[src/rtl/uart_rx.sv]
// uart_rx: 8N1 serial receiver with a mid-bit sampling FSM, consumer
// handshake (data_ready / rx_ack), overrun and framing-error flags.
// All decisions are taken on the synchronised line rx_s.
module uart_rx #(
    parameter int CLKS_PER_BIT = 16
) (
    input  logic       clk,
    input  logic       rst_n,
    input  logic       data_in,
    input  logic       rx_ack,
    output logic [7:0] data,
    output logic       data_valid,
    output logic       data_ready,
    output logic       frame_err,
    output logic       overrun,
    output logic       busy
);

    localparam int CNT_W = (CLKS_PER_BIT > 2) ? $clog2(CLKS_PER_BIT) : 1;
    localparam logic [CNT_W-1:0] CNT_LAST = CNT_W'(CLKS_PER_BIT - 1);
    localparam logic [CNT_W-1:0] CNT_HALF = CNT_W'(CLKS_PER_BIT / 2 - 1);
    localparam logic [CNT_W-1:0] CNT_ONE  = CNT_W'(1);
    localparam logic [CNT_W-1:0] CNT_ZERO = CNT_W'(0);

    typedef enum logic [2:0] {
        ST_IDLE  = 3'd0,
        ST_START = 3'd1,
        ST_DATA  = 3'd2,
        ST_STOP  = 3'd3,
        ST_BREAK = 3'd4
    } state_t;

    // Synchroniser; rx_s is the second flop and the only view of the line.
    logic sync1_r;
    logic rx_s;

    state_t           state_r,   state_n;
    logic [CNT_W-1:0] cnt_r,     cnt_n;
    logic [2:0]       bit_idx_r, bit_idx_n;
    logic [7:0]       shift_r,   shift_n;

    logic [7:0] data_r,       data_n;
    logic       data_valid_r, data_valid_n;
    logic       data_ready_r, data_ready_n;
    logic       frame_err_r,  frame_err_n;
    logic       overrun_r,    overrun_n;
    logic       busy_r;

    logic good_frame_s;
    logic bad_stop_s;

    // Two-flop synchroniser on the asynchronous serial line (idle high).
    always_ff @(posedge clk or negedge rst_n) begin
        if (!rst_n) begin
            sync1_r <= 1'b1;
            rx_s    <= 1'b1;
        end else begin
            sync1_r <= data_in;
            rx_s    <= sync1_r;
        end
    end

    // Next-state logic: bit timing, sampling and stop-bit qualification.
    always_comb begin
        state_n      = state_r;
        cnt_n        = cnt_r;
        bit_idx_n    = bit_idx_r;
        shift_n      = shift_r;
        good_frame_s = 1'b0;
        bad_stop_s   = 1'b0;
        case (state_r)
            ST_IDLE: begin
                cnt_n     = CNT_ZERO;
                bit_idx_n = 3'd0;
                if (!rx_s) begin
                    state_n = ST_START;
                end else begin
                    state_n = ST_IDLE;
                end
            end
            ST_START: begin
                if (cnt_r == CNT_HALF) begin
                    cnt_n     = CNT_ZERO;
                    bit_idx_n = 3'd0;
                    // Still low at mid start bit: genuine start, else a glitch.
                    if (!rx_s) begin
                        state_n = ST_DATA;
                    end else begin
                        state_n = ST_IDLE;
                    end
                end else begin
                    cnt_n = cnt_r + CNT_ONE;
                end
            end
            ST_DATA: begin
                if (cnt_r == CNT_LAST) begin
                    cnt_n              = CNT_ZERO;
                    shift_n[bit_idx_r] = rx_s;
                    if (bit_idx_r == 3'd7) begin
                        bit_idx_n = 3'd0;
                        state_n   = ST_STOP;
                    end else begin
                        bit_idx_n = bit_idx_r + 3'd1;
                    end
                end else begin
                    cnt_n = cnt_r + CNT_ONE;
                end
            end
            ST_STOP: begin
                if (cnt_r == CNT_LAST) begin
                    cnt_n = CNT_ZERO;
                    if (rx_s) begin
                        good_frame_s = 1'b1;
                        state_n      = ST_IDLE;
                    end else begin
                        bad_stop_s = 1'b1;
                        state_n    = ST_BREAK;
                    end
                end else begin
                    cnt_n = cnt_r + CNT_ONE;
                end
            end
            ST_BREAK: begin
                // Line must return high before a new start can be seen.
                cnt_n = CNT_ZERO;
                if (rx_s) begin
                    state_n = ST_IDLE;
                end else begin
                    state_n = ST_BREAK;
                end
            end
            default: begin
                state_n   = ST_IDLE;
                cnt_n     = CNT_ZERO;
                bit_idx_n = 3'd0;
            end
        endcase
    end

    // Consumer-facing flags: frame completion and acknowledge handling.
    always_comb begin
        data_n       = data_r;
        data_valid_n = 1'b0;
        data_ready_n = data_ready_r;
        frame_err_n  = frame_err_r;
        overrun_n    = overrun_r;
        if (good_frame_s) begin
            data_n       = shift_r;
            data_valid_n = 1'b1;
            data_ready_n = 1'b1;
            frame_err_n  = 1'b0;
            // An ack in the same cycle consumes the old byte, so no overrun.
            if (rx_ack) begin
                overrun_n = 1'b0;
            end else begin
                overrun_n = overrun_r | data_ready_r;
            end
        end else if (bad_stop_s) begin
            frame_err_n = 1'b1;
            if (rx_ack) begin
                data_ready_n = 1'b0;
                overrun_n    = 1'b0;
            end else begin
                data_ready_n = data_ready_r;
                overrun_n    = overrun_r;
            end
        end else if (rx_ack) begin
            data_ready_n = 1'b0;
            overrun_n    = 1'b0;
            frame_err_n  = 1'b0;
        end else begin
            data_ready_n = data_ready_r;
        end
    end

    // FSM state, counters and shift register.
    always_ff @(posedge clk or negedge rst_n) begin
        if (!rst_n) begin
            state_r   <= ST_IDLE;
            cnt_r     <= CNT_ZERO;
            bit_idx_r <= 3'd0;
            shift_r   <= 8'h00;
        end else begin
            state_r   <= state_n;
            cnt_r     <= cnt_n;
            bit_idx_r <= bit_idx_n;
            shift_r   <= shift_n;
        end
    end

    // Registered outputs; busy tracks the state register exactly.
    always_ff @(posedge clk or negedge rst_n) begin
        if (!rst_n) begin
            data_r       <= 8'h00;
            data_valid_r <= 1'b0;
            data_ready_r <= 1'b0;
            frame_err_r  <= 1'b0;
            overrun_r    <= 1'b0;
            busy_r       <= 1'b0;
        end else begin
            data_r       <= data_n;
            data_valid_r <= data_valid_n;
            data_ready_r <= data_ready_n;
            frame_err_r  <= frame_err_n;
            overrun_r    <= overrun_n;
            busy_r       <= (state_n != ST_IDLE);
        end
    end

    assign data       = data_r;
    assign data_valid = data_valid_r;
    assign data_ready = data_ready_r;
    assign frame_err  = frame_err_r;
    assign overrun    = overrun_r;
    assign busy       = busy_r;

endmodule

[config.mk]
export PLATFORM = sky130hd
export DESIGN_NAME = uart_rx
export DESIGN_NICKNAME = d
export VERILOG_FILES = /design/src/rtl/uart_rx.sv
export SDC_FILE = /design/constraint.sdc
export NUM_CORES = 1
export LEC_CHECK = 0
export ABC_AREA = 1
export ABC_CLOCK_PERIOD_IN_PS = 1500
export BUFFER_PORTS_ARGS = -buffer_cell sky130_fd_sc_hd__buf_4
export CAP_MARGIN = 15
export CORE_UTILIZATION = 51
export CTS_CLUSTER_DIAMETER = 40
export CTS_CLUSTER_SIZE = 30
export DETAILED_ROUTE_END_ITERATION = 12
export GPL_TIMING_DRIVEN = 0
export PLACE_DENSITY_LB_ADDON = 0.25
export SLEW_MARGIN = 10
export SYNTH_ARGS = -nofsm -noshare
export SYNTH_HDL_FRONTEND = slang
export SYNTH_SLANG_ARGS = --single-unit
[constraint.sdc]
create_clock -name clk -period 1.5 [get_ports clk]
set_input_delay 0.15 -clock clk [delete_from_list [all_inputs] [get_ports clk]]
set_output_delay 0.15 -clock clk [all_outputs]
set_load 0.01 [all_outputs]
# Word level (Yosys, flattened, before mapping)
# Cells that the tools add are included.
# classes
mux,31
multipliers,0
n_eq_ne,9
n_lt_le_gt_ge,2
bitwise,2
n_div,0
shifts,0
add_sub_neg,2
n_reduce_logical,9
# op_table
operator,count
3-bit 2-to-1 mux,8
1-bit 2-to-1 mux,15
3-bit one-hot mux with 5 select lines,1
3-bit one-hot mux with 3 select lines,1
8-bit bitwise mux,1
4-bit 2-to-1 mux,2
4-bit one-hot mux with 2 select lines,1
3-bit by 2-bit == test with 1-bit output (second input constant),2
3-bit == test (second input constant),2
3-bit nonzero test,2
4-bit by 1-bit adder with 4-bit output (second input constant),1
4-bit by 3-bit == test with 1-bit output (second input constant),1
4-bit == test (second input constant),1
3-bit by 4-bit less-than comparator with 1-bit output (second input constant),1
2-bit inequality test (second input constant),2
2-bit OR reduction,2
3-bit by 1-bit adder with 3-bit output (second input constant),1
1-bit demux with 3-bit select,1
3-bit by 1-bit == test with 1-bit output (second input constant),1
3-bit by 1-bit greater-or-equal comparator with 1-bit output (second input constant),1
3-bit logical NOT,1
3-bit AND reduction,1
2-bit 2-to-1 mux,1
2-bit AND reduction,1
other kinds (4),4
# word_totals
rom_bits,0
register_bits,33
mem_bits_rw,0
latchBits,0
elab_cells,67
output_inout_bits,13
mem_count,0

# Longest topological paths before layout
# logic_depth
ltp_word,5
mapped_depth,8

# Worst setup path before layout
# OpenSTA, ideal clock, no wires.
# synth_path
kind,reg-to-reg
from,reg cnt_r[0]
to,reg bit_idx_r[0]
path_slack_ns,0.235
n_path_buf,0
synth_period_minus_slack_ns,1.265
t_required_ns,1.384
path_stages_with_launch,9
arrival_time_ns,1.149
cell_sequence,dfrtp_1 ha_1 nand3_4 nand2_2 inv_2 nor2_4 nand2_2 nand2_1 nand2_1
# synth_between
elab_chain_cells,3
word_cells_on_any_way,5
cone_classes,eq/ne (4); reduce/logical (1)
# synth_rtl
element,line_no,source
start: declaration,38,"logic [CNT_W-1:0] cnt_r, cnt_n;"
start signal: assignment,185,cnt_r <= cnt_n;
4-bit == test or 4-bit by 3-bit == test with 1-bit output (tied branches),"96, 82",
2-bit inequality test (no source line),-,
3-bit AND reduction (no source line) (*),-,
end signal: assignment,186,bit_idx_r <= bit_idx_n;
end: declaration,39,"logic [2:0] bit_idx_r, bit_idx_n;"
# Mark *: on every way between the ends. The rest lies on a longest branch, timed or not.
# A chain may end at the register's enable or synchronous reset.

# Final worst setup path
# layout_path
from,reg bit_idx_r[0]
to,"reg busy_r, in the netlist busy"
# layout_between
elab_chain_cells,5
# layout_rtl
element,line_no,source
3-bit == test,99,if (bit_idx_r == 3'd7) begin
3-bit 2-to-1 mux,99,
3-bit 2-to-1 mux,96,if (cnt_r == CNT_LAST) begin
3-bit one-hot mux with 5 select lines,71,case (state_r)
3-bit nonzero test,206,busy_r <= (state_n != ST_IDLE);
end signal: assignment,206,
end: declaration,47,logic busy_r;
# Every way passes these cells.

==> results.rst <==
.. list-table::
   :header-rows: 1

   * - Metric
     - Value
   * - Inst Count DP
     - approximately 220
   * - Number of buffers inserted by port buffering
     - 16
   * - RSZ-0062 raised after global routing
     - false
   * - Fin. max-slew vios
     - 0
   * - Worst vdd ir
     - 0.000933 V
   * - Fill cell total of the finished layout
     - 240
   * - Total gr overflow
     - 0
   * - Count of mapped cells out of synthesis
     - approximately 170
   * - Net count, final
     - between 200 and 250
   * - Outcome
     - finished clean
   * - Overall power
     - about 2.5 mW
   * - Met2 Wirelength
     - about 1.2 mm
   * - Proportion of synthesized flip-flops having asynchronous set or reset
     - between 90% and 100%
   * - Share of cells above drive strength 1
     - around a fifth
   * - Number of primary I/O pins
     - 17
   * - Highest metal layer used by the detailed router
     - met4
   * - Total number of vias
     - about 1200
   * - Fmax achieved
     - 732 MHz
   * - Adder-cell share of the synthesized area
     - roughly 2.5%
   * - Area growth from synthesis to layout
     - 15.9%
   * - Number of placement rows
     - 19
   * - Placed inst area
     - 1670 µm²
   * - Height of the die
     - between 50 and 60 µm
   * - Placer Congestion
     - a little under 0.9
   * - Worst-case setup margin in the final layout
     - between 0.1 and 0.15 ns
   * - Post-route setup TNS
     - 0 ns
   * - Post-route cell area
     - 1760 µm²
   * - Area of the multi-input gates
     - between 600 and 700 µm²
   * - Portion of netlist area occupied by mux cells
     - 0%
   * - Number of distinct library cells after synthesis
     - 22
   * - Skew-Pair Late Insertion Delay
     - around 0.31 ns
   * - Compound-gate portion of the synthesized area
     - ~4.4%
   * - Class of the most critical hold timing path
     - in -> reg
   * - Parity-gate share of the synthesized area counting xor and xnor cells
     - less than 1%
   * - Core area
     - about 2800 µm²
   * - Min Tclk post-route
     - 1.37 ns
   * - Endpoints failing hold
     - 0
   * - Post-Syn Area
     - 1520 µm²
   * - Total routed wire length on the met1 layer
     - between 1 and 1.5 mm
   * - Die Span X
     - ~57 µm
   * - Worst EP arrival
     - roughly 1.6 ns
   * - Static power due to leakage
     - about 0.93 nW
   * - Clock edge transition at the registers on the reported setup and hold paths
     - around 0.090 ns
   * - Worst Clk Skew
     - 0.00624 ns
   * - Synth Area per Inst
     - around 8.7 µm²
   * - Maxcap violations
     - 0
   * - Non-filler instance count after layout
     - 231
   * - FF+latch area
     - about 830 µm²
   * - Number of flops mapped to enable cells by yosys
     - 0
   * - Kind of end point of the critical path
     - flip-flop
   * - 1st-pass router iterations
     - 4
   * - DRC violations left
     - 0
   * - CP Class
     - reg -> reg
   * - Net count after synthesis
     - about 180
   * - Met3 wirelength from detailed routing
     - ~110 µm
   * - Post-synthesis share of cell area spent on and, or, nand and nor gates
     - roughly 32%
   * - # clock sinks
     - 33
   * - Period utilisation layout
     - 91.0%
   * - Number of setup violations in the final report
     - 0
   * - Buffer count from post-CTS setup fixing
     - 0
   * - H-tree lvl count
     - 2
   * - Root cell of the clock tree
     - sky130_fd_sc_hd__clkbuf_4
   * - DIE AREA
     - between 3000 and 4000 µm²
   * - Data required time at the worst endpoint
     - about 1.7 ns
   * - Starting utilization of the core area
     - around 54%
   * - Switching share of power
     - 37.1%
   * - Clock tree from TritonCTS
     - done
   * - Warnings, synthesis
     - 0
   * - Share of power burned in combinational logic
     - a little under a third
   * - Seq pwr share
     - between 50% and 60%
   * - DR WL/cell
     - between 10 and 15 µm
   * - Via density per instance
     - about 5.1
   * - Predominant post-synthesis flop cell
     - sky130_fd_sc_hd__dfrtp_1
   * - Share of synthesized area occupied by flip-flops and latches
     - between 50% and 60%
   * - Drt initial violations
     - 39
   * - ANT cells
     - 0
   * - First-pass GRT wire length
     - approximately 4.8 mm
   * - Clock buffers created by TritonCTS
     - 5
   * - Pre-CTS setup slack
     - between 0.05 and 0.06 ns
   * - Synthesized flop and latch total
     - 33
   * - Number of antenna violations at the first check in global routing
     - 0
   * - Post-Route WL
     - about 2.6 mm
   * - Total routing usage reported by global routing
     - just under 20%
   * - Buffers from clock root to sink, at most
     - 2
   * - Net switching component of the power
     - approximately 910 µW
   * - Int Pwr
     - around 1.5 mW
   * - Detailed placement HPWL
     - roughly 2.0 mm
   * - Part of the total power dissipated in the clock network
     - between 15 and 20%
   * - Worst slew pin tran
     - just under 0.4 ns
   * - Largest net degree at the start of global routing
     - 34
   * - Launching element type of the critical path
     - flip-flop
   * - Count of nets left with antenna violations after detail routing
     - 0
   * - Cell Pwr Density
     - ~1400 nW/µm²
   * - Number of global-route vias before repair
     - between 1000 and 1500
   * - Normalized max-slew margin
     - about 74%
   * - Largest fanout on the critical path
     - 8
   * - Main combinational cell family by area after synthesis
     - simple AND/OR/NAND/NOR gates
==> cell usage after synthesis (2+ instances only) <==
| library cell | instances | area [µm²] |
|---|---|---|
| sky130_fd_sc_hd__nand3_4 | 3 | 52.6 |
| sky130_fd_sc_hd__nand2_1 | 57 | 214 |
| sky130_fd_sc_hd__ha_1 | 3 | 37.5 |
| sky130_fd_sc_hd__dfrtp_1 | 31 | 776 |
| sky130_fd_sc_hd__inv_1 | 14 | 52.6 |
| sky130_fd_sc_hd__nand2_2 | 3 | 18.8 |
| sky130_fd_sc_hd__o21ai_1 | 8 | 40.0 |
| sky130_fd_sc_hd__nor2_4 | 3 | 33.8 |
| sky130_fd_sc_hd__a21oi_1 | 3 | 15.0 |
| sky130_fd_sc_hd__nand3_1 | 16 | 80.1 |
| sky130_fd_sc_hd__dfstp_2 | 2 | 52.6 |
| sky130_fd_sc_hd__nor2_1 | 18 | 67.6 |
| sky130_fd_sc_hd__inv_2 | 4 | 15.0 |
==> flip-flops by register name (all words and copies together) (netlist names) <==
signal	flops
sync1_r	1
state_r	3
data_ready	1
overrun	1
busy	1
frame_err	1
shift_r	8
data_valid	1
rx_s	1
data	8
bit_idx_r	3
cnt_r	4
==> metal layers <==
layer,track usage [%],vias to the layer above
li1,-,607
met1,24.5,537
met2,32.4,24
met3,4.84,5
met4,7.32,0
met5,0,-
==> cells in the final DEF (no fill, tap or decap), types with 2 or more instances in the layout <==
cell / synthesis / routed
sky130_fd_sc_hd__clkbuf_4: 0 / 5
sky130_fd_sc_hd__inv_2: 4 / 4
sky130_fd_sc_hd__o21ai_1: 8 / 8
sky130_fd_sc_hd__dfrtp_1: 31 / 31
sky130_fd_sc_hd__dlygate4sd3_1: 0 / 2
sky130_fd_sc_hd__buf_4: 0 / 16
sky130_fd_sc_hd__nor2_4: 3 / 3
sky130_fd_sc_hd__nand2_2: 3 / 3
sky130_fd_sc_hd__dfstp_2: 2 / 2
sky130_fd_sc_hd__a21oi_1: 3 / 3
sky130_fd_sc_hd__nor2_1: 18 / 18
sky130_fd_sc_hd__inv_1: 14 / 14
sky130_fd_sc_hd__nand2_1: 57 / 57
sky130_fd_sc_hd__nand3_4: 3 / 3
sky130_fd_sc_hd__nand3_1: 16 / 16
sky130_fd_sc_hd__clkbuf_1: 0 / 3
sky130_fd_sc_hd__ha_1: 3 / 2
==> final cells by class <==
class | instances | area share, %
Timing Repair Buffer | 18 | 7.98
Tap cell | 31 | 2.21
Inverter | 19 | 4.13
Buffer | 2 | 0.927
Clock buffer | 8 | 2.78
Multi-Input combinational cell | 120 | 34.8
Sequential cell | 33 | 47.2
==> power groups by stage <==
stage / registers, mW / logic (mW) / clock network (mW)
5_1_grt: 1.29 / 0.870 / 0.508
3_3_place_gp: 1.25 / 0.683 / 0
2_1_floorplan: 1.23 / 0.565 / 0
3_5_place_dp: 1.26 / 0.722 / 0
4_1_cts: 1.24 / 0.730 / 0.466
6_report: 1.26 / 0.745 / 0.450
==> logic make-up (layout without fill, tap and decap cells) <==
| group | Yosys count | in the layout |
|---|---|---|
| XOR/XNOR | 1 | 1 |
| AND/OR/NAND/NOR | 103 | 103 |
| adder cells (fa/ha/maj) | 3 | 3 |
| AO/OA/AOI/OAI | 13 | 13 |
| buffers and inverters | 21 | 47 |
| flip-flops | 33 | 33 |
==> what timing repair did <==
item / in CTS / in global routing
hold buffers: 2 / 0
hold endpoints to repair: 32 / 0
setup endpoints to repair: 0 / 8
resized for setup: 0 / 2
==> through the flow <==
stage	hold WS, ns	utilization [%]
2_1_floorplan	-0.146	-
3_3_place_gp	0.103	60.2
3_5_place_dp	0.105	60.2
4_1_cts	0.100	62.7
5_1_grt	0.0910	63.1
6_report	0.103	63.1
==> path summary, 6_finish.rpt <==
check	to	depth (start not counted)	slack, ns	start
max reg2reg	busy	5	0.13	bit_idx_r[0]
max in group asynchronous	rx_s	2	0.88	rst_n
min in group asynchronous	overrun	2	0.30	rst_n
min reg2reg	rx_s	0	0.36	sync1_r
min	data_ready	4	0.10	rx_ack
max	busy	5	0.13	bit_idx_r[0]
==> worst max-delay path, stage by stage (launching register included) <==
cell                      delay, ns
sky130_fd_sc_hd__dfrtp_1       0.48
sky130_fd_sc_hd__ha_1          0.24
sky130_fd_sc_hd__ha_1          0.19
sky130_fd_sc_hd__nor3b_1       0.14
sky130_fd_sc_hd__nor2_1        0.14
sky130_fd_sc_hd__nand2_1       0.08
Power figures use the tool's default switching activity.
